### src/rtl/pipeline_hazard_ctrl_pkg.sv
// Shared decode constants and multiply/divide sequencer state for pipeline_hazard_ctrl.
package pipeline_hazard_ctrl_pkg;

  localparam int unsigned OP_W  = 5;
  localparam int unsigned REG_W = 5;

  localparam logic [OP_W-1:0] OP_ALU  = 5'b00000;
  localparam logic [OP_W-1:0] OP_LW   = 5'b01000;
  localparam logic [OP_W-1:0] ALU_MUL = 5'b00110;
  localparam logic [OP_W-1:0] ALU_DIV = 5'b00111;

  typedef enum logic [1:0] {
    ST_IDLE    = 2'd0,
    ST_MD_WAIT = 2'd1,
    ST_MD_DONE = 2'd2
  } md_state_e;

endpackage

### src/rtl/pipeline_hazard_ctrl_md_fsm.sv
// Multiply/divide handshake sequencer: state register, wait counter and sticky timeout flag.
module hazard_md_fsm
  import pipeline_hazard_ctrl_pkg::*;
#(
  parameter int unsigned MD_TIMEOUT = 40
) (
  input  logic      clk,
  input  logic      reset,
  input  logic      md_start,
  input  logic      md_rdy,
  output md_state_e state,
  output logic      md_timeout
);

  localparam int unsigned CNT_W = (MD_TIMEOUT > 1) ? $clog2(MD_TIMEOUT) : 1;
  localparam logic [CNT_W-1:0] CNT_LAST = CNT_W'(MD_TIMEOUT - 1);

  md_state_e        state_q, state_d;
  logic [CNT_W-1:0] cnt_q, cnt_d;
  logic             timeout_q, timeout_d;

  always_comb begin
    state_d   = state_q;
    cnt_d     = cnt_q;
    timeout_d = timeout_q;
    case (state_q)
      ST_IDLE: begin
        if (md_start) begin
          state_d = ST_MD_WAIT;
          cnt_d   = '0;
        end
      end
      ST_MD_WAIT: begin
        // md_rdy wins over the timeout in the last wait cycle
        if (md_rdy) begin
          state_d = ST_MD_DONE;
        end else if (cnt_q == CNT_LAST) begin
          state_d   = ST_MD_DONE;
          timeout_d = 1'b1;
        end else begin
          cnt_d = cnt_q + CNT_W'(1);
        end
      end
      ST_MD_DONE: state_d = ST_IDLE;
      default:    state_d = ST_IDLE;
    endcase
  end

  always_ff @(posedge clk or negedge reset) begin
    if (!reset) begin
      state_q   <= ST_IDLE;
      cnt_q     <= '0;
      timeout_q <= 1'b0;
    end else begin
      state_q   <= state_d;
      cnt_q     <= cnt_d;
      timeout_q <= timeout_d;
    end
  end

  assign state      = state_q;
  assign md_timeout = timeout_q;

endmodule

### src/rtl/pipeline_hazard_ctrl.sv
// Stall/flush sequencer for the five-stage pipeline: mul/div handshake, load-use and branch flush.
// Optional stall-cycle counter enabled by HAZARD_PERF_CNT_EN.
module pipeline_hazard_ctrl
  import pipeline_hazard_ctrl_pkg::*;
#(
  parameter int unsigned MD_TIMEOUT = 40
) (
  input  logic             clk,
  input  logic             reset,
  input  logic [OP_W-1:0]  opcode_dx,
  input  logic [OP_W-1:0]  aluop_dx,
  input  logic [REG_W-1:0] rd_dx,
  input  logic [REG_W-1:0] rs1_fd,
  input  logic [REG_W-1:0] rs2_fd,
  input  logic             branch_taken_x,
  input  logic             md_rdy,
  output logic             pc_en,
  output logic             fd_en,
  output logic             dx_en,
  output logic             fd_flush,
  output logic             dx_flush,
  output logic             xm_bubble,
  output logic             ctrl_mult,
  output logic             ctrl_div,
  output logic             md_sel,
  output logic             md_timeout,
  output logic [31:0]      stall_count
);

  md_state_e state;
  logic      is_mul, is_div, is_load, load_use, md_start;

  assign is_mul   = (opcode_dx == OP_ALU) && (aluop_dx == ALU_MUL);
  assign is_div   = (opcode_dx == OP_ALU) && (aluop_dx == ALU_DIV);
  assign is_load  = (opcode_dx == OP_LW);
  assign load_use = is_load && (rd_dx != '0) && ((rd_dx == rs1_fd) || (rd_dx == rs2_fd));
  assign md_start = reset && (state == ST_IDLE) && !branch_taken_x && (is_mul || is_div);

  hazard_md_fsm #(.MD_TIMEOUT(MD_TIMEOUT)) u_md_fsm (
    .clk        (clk),
    .reset      (reset),
    .md_start   (md_start),
    .md_rdy     (md_rdy),
    .state      (state),
    .md_timeout (md_timeout)
  );

  // Priority: taken branch > mul/div start > load-use > normal flow; reset forces idle values.
  always_comb begin
    pc_en     = 1'b1;
    fd_en     = 1'b1;
    dx_en     = 1'b1;
    fd_flush  = 1'b0;
    dx_flush  = 1'b0;
    xm_bubble = 1'b0;
    ctrl_mult = 1'b0;
    ctrl_div  = 1'b0;
    md_sel    = 1'b0;
    if (reset) begin
      case (state)
        ST_IDLE: begin
          if (branch_taken_x) begin
            fd_flush = 1'b1;
            dx_flush = 1'b1;
          end else if (is_mul || is_div) begin
            ctrl_mult = is_mul;
            ctrl_div  = is_div;
            pc_en     = 1'b0;
            fd_en     = 1'b0;
            dx_en     = 1'b0;
            xm_bubble = 1'b1;
          end else if (load_use) begin
            pc_en    = 1'b0;
            fd_en    = 1'b0;
            dx_flush = 1'b1;
          end
        end
        ST_MD_WAIT: begin
          pc_en     = 1'b0;
          fd_en     = 1'b0;
          dx_en     = 1'b0;
          xm_bubble = 1'b1;
        end
        ST_MD_DONE: md_sel = 1'b1;
        default: ;
      endcase
    end
  end

`ifdef HAZARD_PERF_CNT_EN
  logic [31:0] stall_count_q, stall_count_d;

  always_comb begin
    stall_count_d = stall_count_q;
    if (!pc_en && (stall_count_q != '1)) begin
      stall_count_d = stall_count_q + 32'd1;
    end
  end

  always_ff @(posedge clk or negedge reset) begin
    if (!reset) begin
      stall_count_q <= '0;
    end else begin
      stall_count_q <= stall_count_d;
    end
  end

  assign stall_count = stall_count_q;
`else
  assign stall_count = 32'd0;
`endif

endmodule
### config.mk
export PLATFORM = sky130hd
export DESIGN_NAME = pipeline_hazard_ctrl
export DESIGN_NICKNAME = d
export VERILOG_FILES = /design/src/rtl/pipeline_hazard_ctrl_pkg.sv /design/src/rtl/pipeline_hazard_ctrl_md_fsm.sv /design/src/rtl/pipeline_hazard_ctrl.sv
export SDC_FILE = /design/constraint.sdc
export NUM_CORES = 1
export LEC_CHECK = 0
export CORE_AREA = 4 4 62 64
export CTS_CLUSTER_SIZE = 24
export DETAILED_ROUTE_END_ITERATION = 7
export DIE_AREA = 0 0 66 68
export PLACE_DENSITY = 0.73
export SLEW_MARGIN = 20
export SYNTH_ARGS = -nofsm -noshare
export SYNTH_HDL_FRONTEND = slang
export SYNTH_SLANG_ARGS = --single-unit
### constraint.sdc
create_clock -name clk -period 3.1 [get_ports clk]
set_input_delay 0.62 -clock clk [delete_from_list [all_inputs] [get_ports clk]]
set_output_delay 0.62 -clock clk [all_outputs]
set_load 0.01 [all_outputs]
=== After elaboration in Yosys (flattened, before gate mapping) ===
Index checks and enable logic that the tools add are counted.

* Flip-flop bits (word level): 9
* Input port bits: 29
* Output and inout port bits: 42
* Word-level logic and storage cells: 73

* Add/subtract/negate cells: 1
* Eq/ne operators: 12
* Muxes and demuxes: 39
* Bitwise gates (word level): 1
* Reductions and logical operators: 17

{| class="wikitable"
|+ Operator list
! kind !! number
|-
| $mux W1 || 28
|-
| $mux W6 || 3
|-
| $pmux W6 S2 || 1
|-
| $eq A5 B3 Y1 const B || 2
|-
| $eq A5 B5 Y1 || 2
|-
| $logic_and A1 B1 Y1 || 7
|-
| $add A6 B1 Y6 const B || 1
|-
| $eq A6 B6 Y1 const B || 1
|-
| $mux W2 || 3
|-
| $ne A2 B2 Y1 const B || 3
|-
| $pmux W1 S2 || 3
|-
| $eq A5 B4 Y1 const B || 1
|-
| $logic_not A5 Y1 || 1
|-
| $reduce_bool A5 Y1 || 1
|-
| $pmux W2 S2 || 1
|-
| $reduce_and A4 Y1 || 1
|-
| $ne A3 B2 Y1 const B || 1
|-
| $reduce_and A3 Y1 || 1
|-
| $eq A2 B1 Y1 const B || 1
|-
| $eq A2 B2 Y1 const B || 1
|-
| $logic_not A2 Y1 || 1
|-
| $logic_or A1 B1 Y1 || 2
|-
| $reduce_and A2 Y1 || 1
|-
| $reduce_bool A2 Y1 || 1
|-
| 2 further kinds || 2
|}

=== Longest topological paths before layout ===
Gate-level depths: netlist of the first run.

* Word-level depth: 8
* Gate-level depth with buffers: 5
* Depth with buffers taken out: 5

=== Hierarchy ===
From an unflattened synthesis of the first run, not the netlist that was laid out.

* Cell total of the unflattened synthesis: 123
* Area, all modules: 994.7 µm²

{| class="wikitable"
|+ By module, submodules not included
! module !! times used !! cells an instance !! area an instance (µm²)
|-
| pipeline_hazard_ctrl || 1 || 71 || 499.2
|-
| hazard_md_fsm || 1 || 52 || 495.5
|}

=== Least setup slack after synthesis of the first run ===
No wires, ideal clock.

* Path kind: input-to-output
* From: input opcode_dx[1]
* To: output pc_en
* Arrival time: 1.686 ns
* Data required time: 2.480 ns
* Setup slack: 0.794 ns
* Cell stages on the path: 5
* Path through: nor4_4 -> a31oi_1 -> nor2b_1 -> o21ba_2 -> buf_4

* Cells in the longest elaborated chain, start to end: 8

{| class="wikitable"
|+ Ends and longest elaborated chain
! element !! RTL line !! RTL
|-
| from (decl) || pipeline_hazard_ctrl.sv:10 || <nowiki>input logic [OP_W-1:0] opcode_dx,</nowiki>
|-
| $eq A5 B4 Y1 || pipeline_hazard_ctrl.sv:35 || <nowiki>assign is_load = (opcode_dx == OP_LW);</nowiki>
|-
| $logic_and A1 B1 Y1 (2 in series) || pipeline_hazard_ctrl.sv:36 || <nowiki>assign load_use = is_load && (rd_dx != '0) && ((rd_dx == rs1_fd) || (rd_dx == rs2_fd));</nowiki>
|-
| $mux W1 || -- ||
|-
| $mux W1 (*) (2 in series) || -- ||
|-
| $pmux W1 S2 (*) || -- ||
|-
| $mux W1 (*) || -- ||
|-
| to (decl) || pipeline_hazard_ctrl.sv:17 || <nowiki>output logic pc_en,</nowiki>
|}

Mark *: on every way between the ends. The rest lies on a longest branch, timed or not.

=== Worst setup path in the final report of the first run ===
* From: input opcode_dx[1]
* To: output pc_en

* Cells in the longest elaborated chain, start to end: 8

{| class="wikitable"
|+ Ends and longest elaborated chain
! element !! RTL line !! RTL
|-
| $eq A5 B4 Y1 || pipeline_hazard_ctrl.sv:35 ||
|-
| $logic_and A1 B1 Y1 (2 in series) || pipeline_hazard_ctrl.sv:36 ||
|-
| $mux W1 || pipeline_hazard_ctrl.sv:72 || <nowiki>end else if (load_use) begin</nowiki>
|-
| $mux W1 (*) || pipeline_hazard_ctrl.sv:65 || <nowiki>end else if (is_mul || is_div) begin</nowiki>
|-
| $mux W1 (*) || pipeline_hazard_ctrl.sv:62 || <nowiki>if (branch_taken_x) begin</nowiki>
|-
| $pmux W1 S2 (*) || pipeline_hazard_ctrl.sv:60 || <nowiki>case (state)</nowiki>
|-
| $mux W1 (*) || pipeline_hazard_ctrl.sv:59 || <nowiki>if (reset) begin</nowiki>
|}

Marked as above.

==> impl_results.md, run 1 <==
- Top_reg_cell synth: dfrtp_1
- Number of antenna diodes: 0
- Max-cap violations: 0
- Critical Path Most Common Cell: clkdlybuf4s50_1
- Cell count of the worst reg-to-reg path: 5
- # hold bufs at CTS: 0
- Critical path startpoint category: primary input
- Clk buf depth: 2
- CTS Buf Count: 3
- Crit path DAT: 2370 ps
- Sequential area share after synthesis: 0.237
- R2R Path Start: u_md_fsm.state[1]
- Initial antenna violation count: 0
- Peak Freq: 0.334 GHz
- Post-CTS resize count: 0
- Storage cell area: 225 µm²
- Synthesized area: 948 µm²
- Buffers & Inverters on Critical Path: 2
- Setup crit start: opcode_dx[1]
- H-tree Lvls: 1
- DR vias/cell: 3.87
- GP Congestion: 0.802
- Critical Path, Cell by Cell: clkdlybuf4s50_1 > nor4_4 > a31oi_1 > nor2b_1 > o21ba_2 > clkdlybuf4s50_1
- Cell count after synthesis: 112
- Core area: 3280 µm²
- Fin nets: 187
- CP Class: primary input to output port
- Final hold violation count: 0
- Post-synth EDFFs: 0
- GR Util met3: 0.0394
- Congestion Overflow GR: 0
- Setup Skew: 3.84 ps
- Yosys reg bits: 9
- First-pass GRT wire length: 2970 µm
- Clock sinks: 9
- Static Leak: 0.578 nW
- P per Cell Area: 230 nW/µm²
- Post-layout min period: 2990 ps
- Share of cells above drive strength 1: 0.0962
- CP delay by family, top: buffers and inverters
- Drt wl/cell: 9.78 µm
- Vias in the first global route: 703
- CTS tree: built
- RSZ-0062 raised after global routing: false
- Worst VDD drop: 0.000152 V
- Clk slew on worst S/H paths: 60 ps
- Fin. max-slew vios: 0
- Drc violations: 0
- Synth-to-layout area growth: 38.3%
- Crit path required time: 2480 ps
- Hold Path Class: flop to flop
- Largest net degree at the start of global routing: 8
- R2r endpoint: u_md_fsm.cnt_q[1]
- Postcts setup bufs: 0
- Largest area contributor in the netlist: buf_4
- CP peak stage delay: 470 ps
- CP Capture Type: output port
- Final WL: 1980 µm
- Via Count: 782
- Die area: 4490 µm²
- Grt met2 use: 0.156
- Gr busiest metal: met2
- Router iterations before antenna repair: 4
- Async SR Flop Fraction: 1.00
- Outcome: completed
- CP endpoint: pc_en
- Avg Cell Area, Syn: 8.47 µm²
- Worst-Skew Late Latency: 260 ps
- Chip Width: 66 µm
- Top-area cell type share of the netlist area: 0.261
- FP Rows: 21
- Iter 0 DRT Violations: 17
- Area occupied by multi-input gates: 581 µm²
- Slowest CP cell: clkdlybuf4s50_1
- Top post-synthesis cells by area: buf_4 (26%), dfrtp_1 (24%), xor2_1 (9.2%)
- Final period util: 0.965
- IO buf count: 38
- Worst reg2reg setup slack: 1530 ps
- Final setup viols: 0
- Instance count on the critical path: 6
- Gr usage total: 0.0875
- Post-route ant nets: 0
- Io pins: 71
- Maximum net fanout on the critical path: 4
- Setup tns final: 0 ps
- Fillers: 356
- Clock root buffer: clkbuf_4
- GR met1 Demand/Resource: 0.0941
- Starting density of the core: 0.289
- Final Core Density: 0.399
- Post-DP HPWL: 1740 µm
- Die Span Y: 68 µm
- Post-synth cell types: 33
- Synth warn: 0
==> routing by layer <==
| metal | vias to the layer above | part of all wire |
|---|---|---|
| li1 | 409 | - |
| met1 | 337 | 0.39 |
| met2 | 34 | 0.51 |
| met3 | 2 | 0.096 |
| met4 | 0 | 0.0051 |
| met5 | - | 0 |
==> worst min-delay path by stage <==
stage	from	endpoint	slack (ps)	cells after the start
floorplan	reset	u_md_fsm.cnt_q[0]	320	0
global placement	u_md_fsm.md_timeout	u_md_fsm.md_timeout	450	1
detailed placement	u_md_fsm.md_timeout	u_md_fsm.md_timeout	460	1
CTS	u_md_fsm.md_timeout	u_md_fsm.md_timeout	470	1
global route	u_md_fsm.md_timeout	u_md_fsm.md_timeout	500	1
finish	u_md_fsm.md_timeout	u_md_fsm.md_timeout	470	1
==> logic make-up (layout without fill, tap and decap cells) <==
kind of cell             count (synthesis)  after routing  share of synthesized area
XOR/XNOR                                10             10                     0.0923
AND/OR/NAND/NOR                         40             40                      0.270
adder cells (fa/ha/maj)                  1              1                     0.0132
buffers and inverters                   36             49                      0.273
AO/OA/AOI/OAI                           14             14                     0.0990
flip-flops                               9              9                      0.237
multiplexers                             1              1                     0.0106
other                                    1             32                    0.00395
==> cell usage in the layout, fill, tap and decap left out, types with 3 or more instances in the layout <==
cell type / n
a31oi_1: 4
buf_4: 4
clkbuf_4: 3
clkdlybuf4s50_1: 38
conb_1: 32
dfrtp_1: 9
inv_1: 3
nand2_1: 4
nand3_1: 7
nor2_1: 8
nor2b_1: 4
nor3_1: 3
xor2_1: 10
==> worst reg2reg max path: stages (launching register included) <==
cell and delay (ps):
dfrtp_1 440, nor3b_1 390, nand4_2 180, buf_4 190
nand2_2 100, mux2i_1 200
==> final cells by class <==
cell class | instances | area share
clock buffers | 4 | 0.0200
inverters | 3 | 0.00859
multi-input cells | 98 | 0.443
flip-flops and latches | 9 | 0.172
well taps | 46 | 0.0439
repair buffers | 42 | 0.313
==> sequential cells by signal (all words and copies together), names as in the netlist <==
register / cells
u_md_fsm.md_timeout: 1
u_md_fsm.cnt_q: 6
u_md_fsm.state: 2
==> synth_stat cells, drive strengths merged, types with 2 or more instances <==
cell type,number
nor3b,3
nor3,3
nor2b,4
nand3,7
xor2,10
o21ai,3
buf,33
inv,3
nand2,5
nor2,8
nand4,3
a21oi,2
a31oi,4
dfrtp,9
==> metrics by stage <==
| stage | hold WS [ps] | std cells | total power, mW | cell area (µm²) | setup WS [ps] |
|---|---|---|---|---|---|
| 2_1_floorplan | 324 | 143 | 0.191 | 1060 | 794 |
| 3_3_place_gp | 449 | 198 | 0.212 | 1280 | 104 |
| 3_5_place_dp | 456 | 198 | 0.213 | 1280 | 79.3 |
| 4_1_cts | 470 | 202 | 0.306 | 1310 | 85.3 |
| 5_1_grt | 500 | 202 | 0.323 | 1310 | 1.00 |
| 6_report | 467 | 202 | 0.302 | 1310 | 109 |
==> report_power, final <==
part / switching [mW] / total [mW] / internal [mW]
logic: 0.0428 / 0.0898 / 0.0470
registers: 0.00239 / 0.122 / 0.119
clock network: 0.0408 / 0.0904 / 0.0496
total: 0.0860 / 0.302 / 0.216
(Power assumes the default switching activity.)
==> inputs of run 2 (changes only) <==
Settings changed: CORE_AREA 4 4 62 64 to 4 4 66 50, CTS_CLUSTER_DIAMETER set to 120, DIE_AREA 0 0 66 68 to 0 0 70 54, PLACE_DENSITY 0.73 to 0.87.
==> run 2 against run 1 <==
  * Via count rose by 3.2%
  * Die area decreased by 16%
  * Final cell count fell by 4.5%
  * First-iteration DRC count down 35%
  * Register-to-register slack better by 110 ps
  * Global-route usage rose by 2.2 points
  * Largest cell class unchanged
  * Sequential share of layout area fell by 0.34 points
  * Sequential cell count stayed put
  * Worst hold slack worse by 8.9 ps
  * Critical path type unchanged
==> impl_results.md, run 2 (synthesis results as in run 1) <==
- Post-route ant nets: 0 (unchanged)
- IO buf count: 38 (unchanged)
- Clk slew on worst S/H paths: 40 ps (-20 ps)
- Max-cap violations: 0 (unchanged)
- Gr usage total: 0.109 (+0.0220)
- CP Class: primary input to output port
- Setup Skew: 3.47 ps (-0.371 ps)
- Critical Path, Cell by Cell: clkdlybuf4s50_1 > nor4_4 > buf_4 > nand4_1 > o21bai_1 > clkdlybuf4s50_1
- Iter 0 DRT Violations: 11 (-6)
- Critical path startpoint category: primary input
- DR vias/cell: 4.18 (+8.0%)
- CP Capture Type: output port
- Setup tns final: 0 ps (unchanged)
- Outcome: completed
- Post-DP HPWL: 1810 µm (+4.3%)
- CTS Buf Count: 3 (unchanged)
- Critical Path Most Common Cell: clkdlybuf4s50_1
- Final setup viols: 0 (unchanged)
- Starting density of the core: 0.354 (+0.0648)
- Largest register FFs: 6 (unchanged)
- Initial antenna violation count: 0 (unchanged)
- Fillers: 285 (-20%)
- Chip Width: 70 µm (+6.1%)
- Peak Freq: 0.331 GHz (-1.0%)
- Cell count of the worst reg-to-reg path: 5 (unchanged)
- Final hold violation count: 0 (unchanged)
- # hold bufs at CTS: 0 (unchanged)
- Crit path required time: 2480 ps (about the same)
- Worst-Skew Late Latency: 230 ps (-30 ps)
- Clk buf depth: 2 (unchanged)
- Die area: 3780 µm² (-16%)
- Router iterations before antenna repair: 4 (unchanged)
- Vias in the first global route: 721 (+2.6%)
- Overall Power: 0.346 mW (+14%)
- Final period util: 0.975 (+0.00996)
- Congestion Overflow GR: 0 (unchanged)
- CP peak stage delay: 560 ps (+90 ps)
- Number of antenna diodes: 0 (unchanged)
- Clk pwr share: 0.384 (+0.085)
- Clock sinks: 9 (unchanged)
- Drc violations: 0 (unchanged)
- Psw: 0.0892 mW (+3.8%)
- P per Cell Area: 258 nW/µm² (+12%)
- Hold Startpoint: u_md_fsm.md_timeout
- Via Count: 807 (+3.2%)
- Drt wl/cell: 11.0 µm (+13%)
- Slowest CP cell: clkdlybuf4s50_1
- Commonest cells after routing, fill and taps aside: clkdlybuf4s50_1 (35), conb_1 (32), xor2_1 (10)
- Static Leak: 0.614 nW (+6.1%)
- Internal power: 0.256 mW (+19%)
- Combinational share of power: 0.263 (-0.034)
- CTS tree: built
- Clock root buffer: clkbuf_8
- Maximum net fanout on the critical path: 4 (unchanged)
- H-tree Lvls: 1 (unchanged)
- Synth-to-layout area growth: 41.0%
- Hold Path Class: flop to flop
- FP Rows: 16 (-24%)
- Worst VDD drop: 0.000221 V (+45%)
- RSZ-0062 raised after global routing: false
- Hold Path Stages: 1 (unchanged)
- Setup crit start: opcode_dx[4]
- Largest net degree at the start of global routing: 11 (+3)
- Core area: 2680 µm² (-18%)
- Crit path DAT: 2400 ps (+30 ps)
- Switching share of power: 0.258 (-0.0265)
- Commonest non-fill, non-tap cell in the layout: clkdlybuf4s50_1
- Share of cells above drive strength 1: 0.108 (+0.0121)
- Die Span Y: 54 µm (-21%)
- Fin. max-slew vios: 0 (unchanged)
- Biggest register: u_md_fsm.cnt_q
- Seq pwr share: 0.353 (-0.050)
- Fin nets: 188 (+0.53%)
- R2R Path Start: u_md_fsm.state[1]
- Final WL: 2130 µm (+7.7%)
- First-pass GRT wire length: 3270 µm (+10%)
- Io pins: 71 (unchanged)
- GP Congestion: 0.846 (+5.4%)
- Post-layout min period: 3020 ps (+30.9 ps)
-- run 2: cell count changes in the layout (fill, tap and decap cells not counted), sizes merged --
cell and delta:
clkdlybuf4s50 -3, dlymetal6s2s +3, buf +1
-- run 2: routing by layer --
metal | GRT usage | up-vias | part of all wire
met5 | 0 | - | 0
met2 | 0.190 | 27 | 0.49
met3 | 0.0429 | 2 | 0.074
met4 | 0.0191 | 0 | 0.0019
li1 | - | 409 | -
met1 | 0.132 | 369 | 0.43
-- run 2: power by group through the flow --
| stage | registers, mW | clock network (mW) | logic (mW) |
|---|---|---|---|
| floorplan | 0.123 | 0 | 0.0678 |
| global placement | 0.124 | 0 | 0.0877 |
| detailed placement | 0.124 | 0 | 0.0889 |
| CTS | 0.122 | 0.139 | 0.0893 |
| global route | 0.122 | 0.147 | 0.100 |
| finish | 0.122 | 0.133 | 0.0908 |
-- run 2: worst paths after layout --
path                                       endpoint  slack, ps
worst max-delay path                       dx_flush         80
worst min-delay path            u_md_fsm.md_timeout        460
worst max register to register    u_md_fsm.cnt_q[1]       1640
worst min register to register  u_md_fsm.md_timeout        460
max in group asynchronous       u_md_fsm.md_timeout       2180
min in group asynchronous         u_md_fsm.cnt_q[1]        780
-- run 2: cell type report --
type                            instances  area, µm²  area share
Clock buffer                            4       45.0      0.0337
Inverter                                3       11.3     0.00842
Timing Repair Buffer                   43        425       0.318
Tap cell                               36       45.0      0.0337
Sequential cell                         9        225       0.168
Multi-Input combinational cell         98        586       0.438
-- run 2: critical path, delay by kind of cell --
| kind | cells | cell delay (ps) |
|---|---|---|
| buffers and inverters | 3 | 1180 |
| AOI/OAI and AO/OA | 1 | 140 |
| and+or+nand+nor | 2 | 460 |
-- run 2: timing repair --
action,in CTS,in global routing
setup buffers,0,2
endpoints found under the setup margin,0,4
endpoints found under the hold margin,0,0
gates resized for setup,0,4
-- run 2: stage by stage --
stage	setup WS, ps	instances	cell area [µm²]	util	hold slack, ps
floorplan	794	143	1060	-	324
global placement	98.0	187	1260	0.472	452
detailed placement	56.4	187	1260	0.472	457
CTS	59.7	191	1310	0.488	466
global route	7.61	193	1340	0.499	474
finish	77.6	193	1340	0.499	458
==> inputs of run 3 (changes only) <==
--- a/config.mk
+++ b/config.mk
@@ -7,3 +7,4 @@
 export LEC_CHECK = 0
-export CORE_AREA = 4 4 66 50
+export ABC_AREA = 0
+export CORE_AREA = 4 4 56 58
 export CTS_CLUSTER_DIAMETER = 120
@@ -11,3 +12,3 @@
 export DETAILED_ROUTE_END_ITERATION = 7
-export DIE_AREA = 0 0 70 54
+export DIE_AREA = 0 0 60 62
 export PLACE_DENSITY = 0.87
==> constraint.sdc (replaced) <==
create_clock -name clk -period 3.1 [get_ports clk]
set_input_delay 0.93 -clock clk [delete_from_list [all_inputs] [get_ports clk]]
set_output_delay 0.93 -clock clk [all_outputs]
set_load 0.01 [all_outputs]
==> run 3 against run 2 <==
  * Sequential share of layout area fell by 0.14 points
  * Sequential power about the same
  * Combinational power is 1% higher
  * Final cell count unchanged
  * Clock power down 30%
==> impl_results.md, run 3 (synthesis results as in run 1) <==
- Chip Width: 60 µm (-14%)
- CTS Buf Count: 3 (unchanged)
- Biggest register: u_md_fsm.cnt_q
- Fillers: 271 (-4.9%)
- RSZ-0062 raised after global routing: false
- Commonest cells after routing, fill and taps aside: conb_1 (32), dlygate4sd2_1 (13), clkdlybuf4s50_1 (10)
- Cell count of the worst reg-to-reg path: 6 (+1)
- Critical Path, Cell by Cell: clkdlybuf4s50_1 > xor2_1 > nor3_2 > a22oi_2 > o21ba_4 > buf_6
- Post-route ant nets: 0 (unchanged)
- Final cell count without fillers: 193 (unchanged)
- H-tree Lvls: 1 (unchanged)
- Final setup viols: 0 (unchanged)
- Drc violations: 0 (unchanged)
- Clock root buffer: clkbuf_4
- Die Span Y: 62 µm (+15%)
- Synth-to-layout area growth: 42.2%
- Drt wl/cell: 11.1 µm (+0.89%)
- FP Rows: 19 (+3)
- IO buf count: 38 (unchanged)
- Overall Power: 0.307 mW (-11%)
- Worst VDD drop: 0.000131 V (-41%)
- Design Area, Final: 1350 µm² (+0.84%)
- CP Class: primary input to output port
- Gr usage total: 0.114 (+0.00493)
- R2R Path Start: u_md_fsm.state[1]
- Worst reg2reg setup slack: 1630 ps (about the same)
- Crit path required time: 2170 ps (-310 ps)
- Worst-Skew Late Latency: 260 ps (+30 ps)
- Die area: 3720 µm² (-1.6%)
- Hold Path Class: flop to flop
- Slowest CP cell: clkdlybuf4s50_1
- Final WL: 2150 µm (+0.89%)
- Largest register FFs: 6 (unchanged)
- First-pass GRT wire length: 3190 µm (-2.5%)
- Final period util: 0.978 (+0.00299)
- CP peak stage delay: 420 ps (-140 ps)
- R2r endpoint: u_md_fsm.cnt_q[1]
- Final Core Density: 0.507 (+0.00798)
- Clk slew on worst S/H paths: 70 ps (+30 ps)
- Final hold violation count: 0 (unchanged)
- Area occupied by multi-input gates: 612 µm² (+4.5%)
- Dpl cell area: 1300 µm² (+3.1%)
- Hold Path Stages: 1 (unchanged)
- Number of antenna diodes: 0 (unchanged)
- Congestion Overflow GR: 0 (unchanged)
- Largest net degree at the start of global routing: 9 (-2)
- Core area: 2660 µm² (-0.75%)
- Max-cap violations: 0 (unchanged)
- Vias in the first global route: 766 (+6.2%)
- Placement Setup Slack: -517 ps (-573 ps)
- Placed Instances: 188 (+0.53%)
- Storage cell area: 225 µm² (unchanged)
- Instance count on the critical path: 6 (unchanged)
- Clock sinks: 9 (unchanged)
- Commonest non-fill, non-tap cell in the layout: conb_1
- Via Count: 842 (+4.3%)
- Fin. max-slew vios: 0 (unchanged)
- Share of cells above drive strength 1: 0.204 (+0.0954)
- CP Capture Type: output port
- Final hold slack: 456 ps (-1.99 ps)
- Worst Slack Setup Final: 68.4 ps (-9.26 ps)
- Critical path startpoint category: primary input
- Worst hold endpoint: u_md_fsm.md_timeout
- Crit path DAT: 2100 ps (-300 ps)
- Iter 0 DRT Violations: 8 (-3)
- Static Leak: 0.699 nW (+14%)
- P per Cell Area: 227 nW/µm² (-12%)
- Initial antenna violation count: 0 (unchanged)
- Outcome: completed
- Buffers & Inverters on Critical Path: 2 (-1)
- GP Congestion: 0.819 (-3.2%)
- DR vias/cell: 4.36 (+4.3%)
- Io pins: 71 (unchanged)
- Fin nets: 193 (+2.7%)
- Peak Freq: 0.330 GHz (-0.31%)
- Hold Startpoint: u_md_fsm.md_timeout
- Post-DP HPWL: 1750 µm (-3.6%)
- Starting density of the core: 0.356 (+0.00266)
- Post-layout min period: 3030 ps (+9.26 ps)
- # hold bufs at CTS: 0 (unchanged)
- CP delay by family, top: buffers and inverters
- Maximum net fanout on the critical path: 2 (-2)
- CTS tree: built
- Router iterations before antenna repair: 4 (unchanged)
- Setup Skew: 3.06 ps (-0.409 ps)
- Setup tns final: 0 ps (unchanged)
- Clk buf depth: 2 (unchanged)
-- run 3: changes by cell type in the layout (fill, tap and decap cells not counted), sizes merged --
cell / change
clkdlybuf4s50: -25
dlymetal6s2s: +3
buf: +10
clkdlybuf4s15: +2
dlygate4sd2: +13
clkbuf: +2
-- run 3: worst reg2reg max path: stages (launching register included) --
cell	delay, ps
dfrtp_1	440
nor3b_1	240
buf_4	160
nand4_2	100
buf_4	170
nand2_2	100
mux2i_1	190
-- run 3: what timing repair did --
item / in CTS / in global routing
resized for setup: 46 / 12
setup buffers: 1 / 0
setup endpoints to repair: 9 / 6
pin swaps: 6 / 7
gates cloned: 0 / 0
-- run 3: area by class of cell --
cell class | count | share of cell area
clock buffer | 4 | 0.0195
inverter | 3 | 0.00835
multi-input combinational | 98 | 0.454
sequential | 9 | 0.167
tap | 31 | 0.0288
timing repair buffer | 48 | 0.323
-- run 3: worst max path at each step --
stage	slack [ps]	endpoint	from
5_1_grt	10	fd_en	rs2_fd[2]
6_report	70	fd_en	rs2_fd[2]
4_1_cts	0.5	fd_en	rs1_fd[4]
3_5_place_dp	-520	fd_en	aluop_dx[4]
2_1_floorplan	170	pc_en	opcode_dx[1]
3_3_place_gp	-490	pc_en	aluop_dx[4]
-- run 3: per-layer routing --
layer / up-vias / share of wire / global-route usage
li1: 419 / - / -
met3: 2 / 0.096 / 0.0289
met4: 0 / 0.0070 / 0.0285
met1: 379 / 0.38 / 0.129
met5: - / 0 / 0
met2: 42 / 0.52 / 0.215
-- run 3: power by group --
| part | switching, mW | internal (mW) |
|---|---|---|
| sequential | 0.00249 | 0.119 |
| combinational | 0.0479 | 0.0441 |
| clock | 0.0433 | 0.0497 |
